`config.mk`:
```
export PLATFORM = sky130hd
export DESIGN_NAME = dmem_arbiter_flat
export DESIGN_NICKNAME = d
export VERILOG_FILES = /design/src/rtl/dmem_arbiter_if.sv /design/src/rtl/dmem_arbiter.sv /design/src/flat_wrapper.sv
export SDC_FILE = /design/constraint.sdc
export NUM_CORES = 1
export LEC_CHECK = 0
export BUFFER_PORTS_ARGS = -buffer_cell sky130_fd_sc_hd__buf_2
export CAP_MARGIN = 20
export CORE_AREA = 2 2 103 105
export CTS_CLUSTER_DIAMETER = 100
export CTS_CLUSTER_SIZE = 10
export DETAILED_ROUTE_END_ITERATION = 12
export DIE_AREA = 0 0 105 107
export PLACE_DENSITY = 0.66
export SLEW_MARGIN = 20
export SYNTH_ARGS = -nofsm -noshare
export SYNTH_HDL_FRONTEND = slang
export SYNTH_SLANG_ARGS = --single-unit
```
`constraint.sdc`:
```
create_clock -name clk -period 1.67 [get_ports clk]
set_input_delay 0.0835 -clock clk [delete_from_list [all_inputs] [get_ports clk]]
set_output_delay 0.0835 -clock clk [all_outputs]
set_load 0.01 [all_outputs]
```
`src/rtl/dmem_arbiter_if.sv`:
```
`default_nettype none
// ============================================================================
// Module      : dmem_arbiter_if
// Description : CPU, camera and RAM command signals shared with dmem_arbiter.
// Revision    : 1.0 - initial release
// ============================================================================
interface dmem_arbiter_if #(
    parameter int DATA_W = 32,
    parameter int ADDR_W = 32
);
    logic              cpu_req;
    logic              cpu_we;
    logic [ADDR_W-1:0] cpu_addr;
    logic [DATA_W-1:0] cpu_wdata;
    logic [DATA_W-1:0] cpu_rdata;
    logic              cpu_stall;
    logic              cam_req;
    logic [ADDR_W-1:0] cam_addr;
    logic [DATA_W-1:0] cam_wdata;
    logic              cam_gnt;
    logic              ram_en;
    logic              ram_we;
    logic [ADDR_W-1:0] ram_addr;
    logic [DATA_W-1:0] ram_wdata;
    logic [DATA_W-1:0] ram_rdata;

    modport slave (
        input  cpu_req, cpu_we, cpu_addr, cpu_wdata,
        input  cam_req, cam_addr, cam_wdata,
        input  ram_rdata,
        output cpu_rdata, cpu_stall, cam_gnt,
        output ram_en, ram_we, ram_addr, ram_wdata
    );

    modport master (
        output cpu_req, cpu_we, cpu_addr, cpu_wdata,
        output cam_req, cam_addr, cam_wdata,
        output ram_rdata,
        input  cpu_rdata, cpu_stall, cam_gnt,
        input  ram_en, ram_we, ram_addr, ram_wdata
    );
endinterface
`default_nettype wire

```
`src/rtl/dmem_arbiter.sv`:
```
`default_nettype none
// ============================================================================
// Module      : dmem_arbiter
// Description : Single-port data RAM arbiter, camera-priority with CPU
//               starvation guard after CAM_BURST consecutive camera grants.
// Revision    : 1.0 - initial release
// ============================================================================
module dmem_arbiter #(
    parameter int DATA_W    = 32,
    parameter int ADDR_W    = 32,
    parameter int CAM_BURST = 4
) (
    input  wire logic     clk,
    input  wire logic     reset,
    dmem_arbiter_if.slave bus
);
    localparam int                RUN_W       = (CAM_BURST > 0) ? $clog2(CAM_BURST + 1) : 1;
    localparam logic [ADDR_W-1:0] C_ADDR_ZERO = '0;
    localparam logic [DATA_W-1:0] C_DATA_ZERO = '0;

    typedef enum logic [0:0] {
        ST_IDLE    = 1'b0,
        ST_RD_DATA = 1'b1
    } state_t;

    state_t            r_state;
    state_t            w_state_nxt;
    logic [RUN_W-1:0]  r_cam_run;
    logic [RUN_W-1:0]  w_cam_run_nxt;
    logic [DATA_W-1:0] r_rdata_hold;
    logic              w_burst_done;
    logic              w_in_rd;
    logic              w_cpu_win;
    logic              w_cam_win;

    // With CAM_BURST=0 the CPU is never held off by the camera.
    generate
        if (CAM_BURST == 0) begin : g_strict
            assign w_burst_done = 1'b1;
        end else begin : g_burst
            localparam logic [RUN_W-1:0] C_BURST = RUN_W'(CAM_BURST);
            assign w_burst_done = (r_cam_run == C_BURST);
        end
    endgenerate

    always_ff @(posedge clk or negedge reset) begin
        if (!reset) begin
            r_state      <= ST_IDLE;
            r_cam_run    <= '0;
            r_rdata_hold <= '0;
        end else begin
            r_state   <= w_state_nxt;
            r_cam_run <= w_cam_run_nxt;
            if (w_in_rd) begin
                r_rdata_hold <= bus.ram_rdata;
            end
        end
    end

    always_comb begin
        w_in_rd       = (r_state == ST_RD_DATA);
        w_cpu_win     = bus.cpu_req && !w_in_rd && (!bus.cam_req || w_burst_done);
        w_cam_win     = !w_cpu_win && bus.cam_req;
        w_state_nxt   = ST_IDLE;
        w_cam_run_nxt = r_cam_run;
        bus.ram_en    = 1'b0;
        bus.ram_we    = 1'b0;
        bus.ram_addr  = C_ADDR_ZERO;
        bus.ram_wdata = C_DATA_ZERO;
        bus.cam_gnt   = 1'b0;
        bus.cpu_stall = 1'b0;
        bus.cpu_rdata = C_DATA_ZERO;

        if (w_cpu_win && !bus.cpu_we) begin
            w_state_nxt = ST_RD_DATA;
        end

        if (w_cpu_win || !bus.cpu_req) begin
            w_cam_run_nxt = '0;
        end else if (w_cam_win && !w_burst_done) begin
            w_cam_run_nxt = r_cam_run + RUN_W'(1);
        end

        // Every output is forced low while reset is held, not just the state.
        if (reset) begin
            if (w_cpu_win) begin
                bus.ram_en    = 1'b1;
                bus.ram_we    = bus.cpu_we;
                bus.ram_addr  = bus.cpu_addr;
                bus.ram_wdata = bus.cpu_wdata;
            end else if (w_cam_win) begin
                bus.ram_en    = 1'b1;
                bus.ram_we    = 1'b1;
                bus.ram_addr  = bus.cam_addr;
                bus.ram_wdata = bus.cam_wdata;
            end
            bus.cam_gnt   = w_cam_win;
            bus.cpu_stall = bus.cpu_req && !(w_cpu_win && bus.cpu_we) && !w_in_rd;
            bus.cpu_rdata = w_in_rd ? bus.ram_rdata : r_rdata_hold;
        end
    end
endmodule
`default_nettype wire

```
`src/flat_wrapper.sv`:
```
// flat-port wrapper written by rule: the top's interface ports become plain ports
module dmem_arbiter_flat 
#(
    parameter int DATA_W    = 32,
    parameter int ADDR_W    = 32,
    parameter int CAM_BURST = 4
)
  (clk, reset, bus_cpu_req, bus_cpu_we, bus_cpu_addr, bus_cpu_wdata, bus_cam_req, bus_cam_addr, bus_cam_wdata, bus_ram_rdata, bus_cpu_rdata, bus_cpu_stall, bus_cam_gnt, bus_ram_en, bus_ram_we, bus_ram_addr, bus_ram_wdata);
  dmem_arbiter_if #(.DATA_W(DATA_W), .ADDR_W(ADDR_W)) bus_i ();
  input  wire logic clk;
  input  wire logic reset;
  input wire logic [$bits(bus_i.cpu_req)-1:0] bus_cpu_req;
  input wire logic [$bits(bus_i.cpu_we)-1:0] bus_cpu_we;
  input wire logic [$bits(bus_i.cpu_addr)-1:0] bus_cpu_addr;
  input wire logic [$bits(bus_i.cpu_wdata)-1:0] bus_cpu_wdata;
  input wire logic [$bits(bus_i.cam_req)-1:0] bus_cam_req;
  input wire logic [$bits(bus_i.cam_addr)-1:0] bus_cam_addr;
  input wire logic [$bits(bus_i.cam_wdata)-1:0] bus_cam_wdata;
  input wire logic [$bits(bus_i.ram_rdata)-1:0] bus_ram_rdata;
  output wire logic [$bits(bus_i.cpu_rdata)-1:0] bus_cpu_rdata;
  output wire logic [$bits(bus_i.cpu_stall)-1:0] bus_cpu_stall;
  output wire logic [$bits(bus_i.cam_gnt)-1:0] bus_cam_gnt;
  output wire logic [$bits(bus_i.ram_en)-1:0] bus_ram_en;
  output wire logic [$bits(bus_i.ram_we)-1:0] bus_ram_we;
  output wire logic [$bits(bus_i.ram_addr)-1:0] bus_ram_addr;
  output wire logic [$bits(bus_i.ram_wdata)-1:0] bus_ram_wdata;
  assign bus_i.cpu_req = bus_cpu_req;
  assign bus_i.cpu_we = bus_cpu_we;
  assign bus_i.cpu_addr = bus_cpu_addr;
  assign bus_i.cpu_wdata = bus_cpu_wdata;
  assign bus_i.cam_req = bus_cam_req;
  assign bus_i.cam_addr = bus_cam_addr;
  assign bus_i.cam_wdata = bus_cam_wdata;
  assign bus_i.ram_rdata = bus_ram_rdata;
  assign bus_cpu_rdata = bus_i.cpu_rdata;
  assign bus_cpu_stall = bus_i.cpu_stall;
  assign bus_cam_gnt = bus_i.cam_gnt;
  assign bus_ram_en = bus_i.ram_en;
  assign bus_ram_we = bus_i.ram_we;
  assign bus_ram_addr = bus_i.ram_addr;
  assign bus_ram_wdata = bus_i.ram_wdata;
  dmem_arbiter #(.DATA_W(DATA_W), .ADDR_W(ADDR_W), .CAM_BURST(CAM_BURST)) u_core (.clk(clk), .reset(reset), .bus(bus_i));
endmodule
```
==> metrics.md <==
| Metric | Value |
|---|---|
| R2r setup slk | `approximately 0.040 ns` |
| I/O pin total | `~270` |
| Post-synth EDFFs | `0` |
| Vias | `around 3,100` |
| CTS Buf Count | `5` |
| Final WL | `~13 mm` |
| CTS sink count | `36` |
| Worst Hold End | `u_core.r_rdata_hold[17]` |
| Share of cells above drive strength 1 | `71.1%` |
| RSZ-0062 raised after global routing | `true` |
| Final count of hold timing violations | `0` |
| Switching share of power | `between 20% and 30%` |
| Critical path class | `register to primary output` |
| Clock power share | `20.7%` |
| Setup violators final | `90` |
| Clk_skew | `~0.0058 ns` |
| Die area | `between 10,000 and 15,000 um^2` |
| Initial antenna violation count | `4` |
| GP Congestion | `0.846` |
| Most frequent cells in the layout | `buf_2, a22o_1, dfrtp_1` |
| Drt via density | `slightly below 5` |
| Final Util | `a little under half` |
| WP data required | `roughly 1.6 ns` |
| Clock tree buffer depth | `2` |
| R2r startpoint | `u_core.r_cam_run[1]` |
| Antenna viol nets, final | `0` |
| Root buffer cell | `clkbuf_8` |
| Main synth FF type | `dfrtp_1` |
| Pre-CTS WS | `-0.188 ns` |
| Max-slew headroom | `a little over two fifths` |
| CP endpoint kind | `primary output` |
| Worst Max-Slew Pin Slew | `~0.84 ns` |
| Synthesis-to-finish area growth | `93.2%` |
| Total global routing overflow | `0` |
| Post-route setup slack | `-0.233 ns` |
| NetSw | `~0.92 mW` |
| Crit-path max cell delay | `0.35 ns` |
| CTS tree | `built` |
| Total iterations of the first detailed-routing run | `4` |
| Clock Latency Late Sink | `a little under 0.3 ns` |
| Fin. max-slew vios | `0` |
| Logic pwr share | `44.2%` |
| Number of synthesized register bits | `36` |
| Total number of yosys warnings | `0` |
| First-pass GRT wire length | `~19 mm` |
| Seq pwr share | `between 30% and 40%` |
| Synth async-reset ratio | `100%` |
| Min-delay worst type | `input pin to register` |
| Internal power | `between 2 and 2.5 mW` |
| CTS H-tree lvls | `2` |
| Starting Density | `between 20% and 30%` |
| Die H | `between 100 and 150 um` |
| Final HPWL DP | `8.55 mm` |
| Reg clk slew, reported paths | `0.07 ns` |
| Die width | `105 um` |
| Reg2Reg Depth | `8` |
| Max_cap viols | `0` |
| RR Endpoint | `u_core.r_cam_run[0]` |
| Final net count | `675` |
| Failing checks | `setup timing` |
| Number of placement rows | `37` |
| TNS Setup | `-17.25 ns` |
| Worst setup SP type | `register` |
| Tcrit/Tclk final | `114%` |
| WHS Path Cells | `2` |
| Routed wire length per instance | `between 20 and 25 um` |
| Cell Chain, Critical Path | `inv_1, ha_2, buf_6, a21bo_4, and3_4, a22o_1, buf_2` |
| Post-synth design cell area | `approximately 2500 um^2` |
| Critical-path top delay cell | `dfrtp_1` |
| Initial DRC Count | `about 200` |
| Status | `complete, but fails checks` |
| Syn_area_per_cell | `11.5 um^2` |
| Largest net degree at the start of global routing | `37` |
| Worst-path maximum fanout | `8` |
| Post-layout instance area | `4730 um^2` |
| GRT Total Usage | `between 20% and 30%` |
| Vias in the first global route | `3,227` |
| CP Data Arrival Time | `around 1.8 ns` |
| Power density over the cells | `roughly 650 nW/um^2` |
| Synth cell types | `26` |
| Fmax | `around 530 MHz` |
| Post-Syn Instances | `between 200 and 250` |
| Min Tclk post-route | `between 1.5 and 2 ns` |
| Syn Nets | `380` |
| Post-DP Area | `approximately 3800 um^2` |
| Hold path start | `bus_ram_rdata[17]` |
| PortBufs | `around 260` |
| Core area | `10,100 um^2` |
| Leak pwr | `approximately 2.6 nW` |
| DRC errors left | `0` |
| Seq/Total Area, Yosys | `between 30% and 40%` |
| Commonest non-fill, non-tap cell in the layout | `buf_2` |
| VDD IR max | `roughly 0.75 mV` |
## worst max path at each step
stage                                   start          endpoint  slack [ns]
after floorplan           u_core.r_cam_run[0]  bus_ram_addr[10]        0.06
after CTS                 u_core.r_cam_run[1]  bus_ram_addr[15]       -0.24
after detailed placement  u_core.r_cam_run[0]  bus_ram_addr[15]       -0.19
final                     u_core.r_cam_run[1]  bus_ram_addr[18]       -0.23
after global placement    u_core.r_cam_run[0]  bus_ram_addr[15]       -0.16
after global routing      u_core.r_cam_run[1]  bus_ram_addr[17]       -0.30
## cells in the mapped netlist, types with 3 or more instances
master     n  area share [%]
a22o_1    64              23
dfrtp_1   36              37
and2_1    32             8.2
mux2_1    32              15
buf_8     11             6.7
nand2_1    5            0.77
buf_2      4            0.82
clkbuf_1   3            0.46
inv_1      3            0.46
nor2_1     3            0.46
## flip-flops by register name, indices dropped and copies added, names as in the netlist
signal,count
u_core.r_rdata_hold,32
u_core.r_cam_run,3
u_core.r_state,1
## worst max-delay path: cells and delay by family, from the launching register on
| family | cells | cell delay (ns) |
|---|---|---|
| flops | 1 | 0.35 |
| compound gates | 2 | 0.45 |
| buf+inv | 3 | 0.31 |
| fa+ha+maj | 1 | 0.19 |
| simple gates | 1 | 0.22 |
## kinds of logic (layout without fill, tap and decap cells)
family / after synthesis / count (layout) / share of synthesized area, %
buf+inv: 24 / 312 / 10.2
flops: 36 / 36 / 36.8
other cells: 0 / 3 / 0
compound gates: 73 / 74 / 25.8
mux: 33 / 33 / 15.1
simple gates: 45 / 52 / 11.1
fa+ha+maj: 2 / 2 / 1.02
## routing by layer
metal | wire length, um | up-vias | GRT usage (%) | part of all wire [%]
met4 | 467 | 4 | 11.0 | 3.5
met1 | 5060 | 1487 | 25.4 | 38
li1 | - | 1415 | - | -
met5 | 33 | - | 0 | 0.25
met2 | 6490 | 191 | 38.4 | 49
met3 | 1270 | 29 | 6.69 | 9.5
## cell type report
class                   count  area (um^2)
fillers                   999         5360
repair buffers            301         2000
multi-input cells         161         1560
flip-flops and latches     36          902
well taps                 136          170
clock buffers               8         90.1
inverters                   3         11.3
diodes                      3         7.51
## timing repair
item	CTS	global route
endpoints found under the setup margin	97	99
gates cloned	15	2
resized for setup	63	32
endpoints found under the hold margin	19	0
hold buffers	3	0
pin swaps	15	25
setup buffers	10	8
## through the flow
step,instances,total power [mW],hold WS [ns]
finish,648,3.10,0.0256
global route,647,3.27,0.0204
CTS,638,3.03,0.0216
detailed placement,602,2.08,0.160
global placement,602,2.05,0.144
floorplan,213,1.60,-0.212
## power groups by stage
stage               Combinational (mW)  Sequential [mW]  Clock [mW]
floorplan                        0.531             1.07           0
global placement                 0.971             1.08           0
detailed placement               0.988             1.09           0
CTS                               1.28             1.09       0.658
global route                      1.47             1.10       0.700
finish                            1.37             1.09       0.642
(Power assumes the default switching activity.)
